[src/rtl/mem_arbiter.sv]
`default_nettype none
// ============================================================================
// mem_arbiter : fetch/data two-port arbiter onto a single backing memory,
//               data-first priority with bounded fetch starvation.
// Revision    : 1.0
// ============================================================================
module mem_arbiter #(
  parameter int DW         = 32,
  parameter int AW         = 32,
  parameter int STARVE_MAX = 4
) (
  input  logic          clk,
  input  logic          reset,
  // fetch port
  input  logic          i_req,
  input  logic [AW-1:0] i_addr,
  output logic [DW-1:0] i_rdata,
  output logic          i_ready,
  output logic          i_stall,
  // data port
  input  logic          d_req,
  input  logic          d_we,
  input  logic [AW-1:0] d_addr,
  input  logic [DW-1:0] d_wdata,
  output logic [DW-1:0] d_rdata,
  output logic          d_ready,
  output logic          d_stall,
  // backing memory
  output logic          mem_req,
  output logic          mem_we,
  output logic [AW-1:0] mem_addr,
  output logic [DW-1:0] mem_wdata,
  input  logic [DW-1:0] mem_rdata,
  input  logic          mem_ack,
  output logic          busy
);

  typedef enum logic [2:0] {
    IDLE   = 3'd0,
    GNT_I  = 3'd1,
    GNT_D  = 3'd2,
    RESP_I = 3'd3,
    RESP_D = 3'd4
  } state_t;

  localparam logic [2:0] c_starveMax = 3'(STARVE_MAX);

  state_t     r_state;
  state_t     w_stateNext;
  logic [2:0] r_starveCnt;
  logic       w_grantD;
  logic       w_grantI;

  always_ff @(posedge clk or posedge reset) begin
    if (reset) r_state <= IDLE;
    else       r_state <= w_stateNext;
  end

  always_comb begin
    w_stateNext = r_state;
    w_grantD    = 1'b0;
    w_grantI    = 1'b0;
    mem_req     = 1'b0;
    i_ready     = 1'b0;
    d_ready     = 1'b0;
    busy        = 1'b1;
    case (r_state)
      IDLE: begin
        busy = 1'b0;
        // Data wins unless fetch has already been passed over STARVE_MAX times
        if (d_req && (!i_req || (r_starveCnt < c_starveMax))) begin
          w_grantD    = 1'b1;
          w_stateNext = GNT_D;
        end else if (i_req) begin
          w_grantI    = 1'b1;
          w_stateNext = GNT_I;
        end
      end
      GNT_I: begin
        mem_req = 1'b1;
        if (mem_ack) w_stateNext = RESP_I;
      end
      GNT_D: begin
        mem_req = 1'b1;
        if (mem_ack) w_stateNext = RESP_D;
      end
      RESP_I: begin
        i_ready     = 1'b1;
        w_stateNext = IDLE;
      end
      RESP_D: begin
        d_ready     = 1'b1;
        w_stateNext = IDLE;
      end
      default: w_stateNext = IDLE;
    endcase
  end

  assign i_stall = i_req & ~i_ready;
  assign d_stall = d_req & ~d_ready;

  always_ff @(posedge clk or posedge reset) begin
    if (reset) begin
      r_starveCnt <= 3'd0;
      mem_we      <= 1'b0;
      mem_addr    <= '0;
      mem_wdata   <= '0;
      i_rdata     <= '0;
      d_rdata     <= '0;
    end else begin
      if (w_grantD) begin
        mem_we    <= d_we;
        mem_addr  <= d_addr;
        mem_wdata <= d_wdata;
        if (i_req && (r_starveCnt < c_starveMax)) r_starveCnt <= r_starveCnt + 3'd1;
      end
      if (w_grantI) begin
        mem_we      <= 1'b0;
        mem_addr    <= i_addr;
        mem_wdata   <= '0;
        r_starveCnt <= 3'd0;
      end
      if ((r_state == GNT_I) && mem_ack) i_rdata <= mem_rdata;
      // mem_we still holds the granted access type here; stores keep d_rdata
      if ((r_state == GNT_D) && mem_ack && !mem_we) d_rdata <= mem_rdata;
    end
  end

endmodule
`default_nettype wire

[config.mk]
export PLATFORM = sky130hd
export DESIGN_NAME = mem_arbiter
export DESIGN_NICKNAME = d
export VERILOG_FILES = /design/src/rtl/mem_arbiter.sv
export SDC_FILE = /design/constraint.sdc
export NUM_CORES = 1
export LEC_CHECK = 0
export BUFFER_PORTS_ARGS = -buffer_cell sky130_fd_sc_hd__buf_4
export CORE_AREA = 2 2 129 131
export CTS_CLUSTER_SIZE = 12
export DETAILED_ROUTE_END_ITERATION = 7
export DIE_AREA = 0 0 131 133
export GPL_TIMING_DRIVEN = 0
export HOLD_SLACK_MARGIN = 0.06
export MAX_ROUTING_LAYER = met4
export SETUP_SLACK_MARGIN = 0.2
export SYNTH_ARGS = -nofsm -noshare
export SYNTH_HDL_FRONTEND = slang
export SYNTH_SLANG_ARGS = --single-unit
[constraint.sdc]
create_clock -name clk -period 8.4 [get_ports clk]
set_clock_uncertainty 0.15 [all_clocks]
set_input_delay 1.68 -clock clk [delete_from_list [all_inputs] [get_ports clk]]
set_output_delay 1.68 -clock clk [all_outputs]
set_load 0.03 [all_outputs]
==> impl_metrics.json <==
{
  "ant_nets": 0,
  "drtIter0Drc": 226,
  "critical_path_class": "input pin to primary output",
  "io_buffers": 268,
  "maxSlewHeadroom_pct": 55.3,
  "first_global_vias": 4735,
  "tightest_slew_ns": 0.668,
  "synthMostInstantiatedCell": "dfrtp_1",
  "nFillCells": 1462,
  "yosys.area.top_type_share_pct": 60.8,
  "grt_usage_pct": 18.9,
  "finalHoldViolCount": 0,
  "path_clk_slew_ns": 0.05,
  "core-area_mm2": 0.0162,
  "ys_top_cells_by_area": "dfrtp_1 (61%), mux2_2 (13%), a221o_1 (5.8%)",
  "crit_path_end_kind": "primary output",
  "cts.repair.resized": 0,
  "grt_max_degree": 87,
  "drc": 0,
  "power.density_mw_per_mm2": 451,
  "syn_inst": 429,
  "io_pins": 269,
  "grt-ovfl-total": 0,
  "dpl.cell_count": 918,
  "synth_xor_area_share_pct": 0,
  "cts_root_buffer": "clkbuf_16",
  "ys_async_sr_fraction_pct": 100,
  "required_ns": 6.57,
  "critPathMaxFanout": 10,
  "die_x_um": 131,
  "layout.nets": 852,
  "wl_per_cell_um": 17.2,
  "vias": 4758,
  "synth_common_cells": "dfrtp_1 (135), mux2_2 (62), nand2_1 (47)",
  "yosys.area_share.simple_pct": 10.5,
  "place_ws_ns": 3.57,
  "cts_tree": "done",
  "synth-compound-area-share_pct": 11.9,
  "synth_top_family_by_area": "multiplexers",
  "drv_cap": 0,
  "layout_min_cycle_time_ns": 4.82,
  "worstSkewPairLatency_ns": 0.40,
  "drive_gt1_share_pct": 53.4,
  "yosysTopAreaCell": "dfrtp_1",
  "dr.pass1.iters": 5,
  "netlist_area_mm2": 0.00556,
  "cts_sinks": 135,
  "synth_seq_cells": 135,
  "max_freq_mhz": 207,
  "p_leak_uw": 0.00410,
  "cp-start-kind": "input pin",
  "antenna_found_initial": 0,
  "cts_setup_buffers": 0,
  "die_area_mm2": 0.0174,
  "cts-htree-levels": 4,
  "ys_warn_count": 0,
  "setup_ws_ns": 3.58,
  "holdBufCountCts": 0,
  "syn_nets": 564,
  "antenna_cells": 0,
  "rsz0062_at_grt": "no",
  "synth_flop_cell": "dfrtp_1",
  "status": "complete, no violations",
  "num_rows": 47,
  "drv_slew": 0,
  "synth-seq-area-share_pct": 60.8,
  "area_growth_pct": 51.7,
  "synth_fa_ha_area_share_pct": 0.225,
  "hold_class": "register to register",
  "tns_ns": 0,
  "syn_avg_cell_area_um2": 12.9,
  "dpl.hpwl_mm": 12.2,
  "timing.hold.ws_ns": 0.348,
  "multi_input_area_mm2": 0.00198,
  "fp.dieH_um": 133,
  "routabilityCongestion": 0.790,
  "grt_pass1_wl_mm": 24.8,
  "synth-edff-count": 0,
  "via_per_inst": 5.01,
  "synth.distinct_cells": 31,
  "drt-total-wl_mm": 16.3,
  "peakVddDrop_mv": 0.215,
  "finalSetupViolations": 0,
  "worstPathArrival_ns": 2.99,
  "start_util_pct": 34.4,
  "synth_mux_area_share_pct": 13.2,
  "layout.cells.non_filler": 950,
  "period_share_pct": 57.4,
  "clockBufferDepth": 2,
  "cts_buffers": 17,
  "seqCellArea_mm2": 0.00338
}
[cells by family after synthesis]
family | after synthesis
AOI/OAI and AO/OA | 72
buffers and inverters | 38
muxes | 65
DFF | 135
and+or+nand+nor | 118
adders and majority gates | 1
[layer usage]
| metal | GRT usage [%] | part of all wire, % | up-vias |
|---|---|---|---|
| li1 | - | - | 2171 |
| met4 | 6.15 | 1.6 | 0 |
| met5 | - | 0 | - |
| met3 | 4.85 | 7.0 | 18 |
| met2 | 30.8 | 50 | 203 |
| met1 | 22.7 | 41 | 2366 |
[cell usage in the layout, fill, tap and decap left out, types with 5 or more instances in the layout]
cell type	instances
a32oi_1	10
clkinv_2	5
a22o_1	23
clkbuf_1	14
buf_2	16
mux2_2	62
dfrtp_1	135
clkbuf_16	17
nor3_1	34
nand2_1	47
a221o_1	32
buf_4	272
nand3_1	20
[path summary, 6_finish.rpt]
| check | endpoint | from | slack, ns | cells after the start |
|---|---|---|---|---|
| min | r_starveCnt[1] | r_starveCnt[1] | 0.35 | 1 |
| max in group asynchronous | r_state[0] | reset | 6.17 | 3 |
| max | i_stall | i_req | 3.58 | 5 |
| max reg2reg | mem_addr[18] | r_state[2] | 6.40 | 5 |
| min reg2reg | r_starveCnt[1] | r_starveCnt[1] | 0.35 | 1 |
| min in group asynchronous | mem_addr[21] | reset | 1.15 | 2 |
[layout make-up]
type	instances	share of cell area [%]
plain buffers	36	2.20
clock buffers	18	5.09
clock inverters	14	1.48
inverters	2	0.148
multi-input cells	256	23.5
flip-flops and latches	135	40.1
well taps	220	3.27
repair buffers	269	24.2
[power breakdown]
group | switching [µW] | internal (µW)
Clock | 286 | 409
Combinational | 1160 | 789
Sequential | 185 | 968
Total | 1630 | 2170
[sequential cells by signal, indices dropped and copies added, names as in the netlist]
signal,cells
d_rdata,32
i_rdata,32
mem_addr,32
mem_wdata,32
r_starveCnt,3
r_state,3
mem_we,1
[worst max-delay path, stage by stage]
cell and delay (ns):
buf_4 0.12, clkbuf_1 0.41, clkbuf_1 0.41, nor2b_1 0.19, buf_4 0.17
[through the flow]
step / total power [µW] / area [µm²] / utilization, %
4_1_cts: 3840 / 8430 / 52.1
3_5_place_dp: 3130 / 7880 / 48.7
6_report: 3800 / 8430 / 52.1
3_3_place_gp: 3080 / 7840 / 48.5
5_1_grt: 4000 / 8430 / 52.1
2_1_floorplan: 2360 / 5560 / -
(Power assumes the default switching activity.)
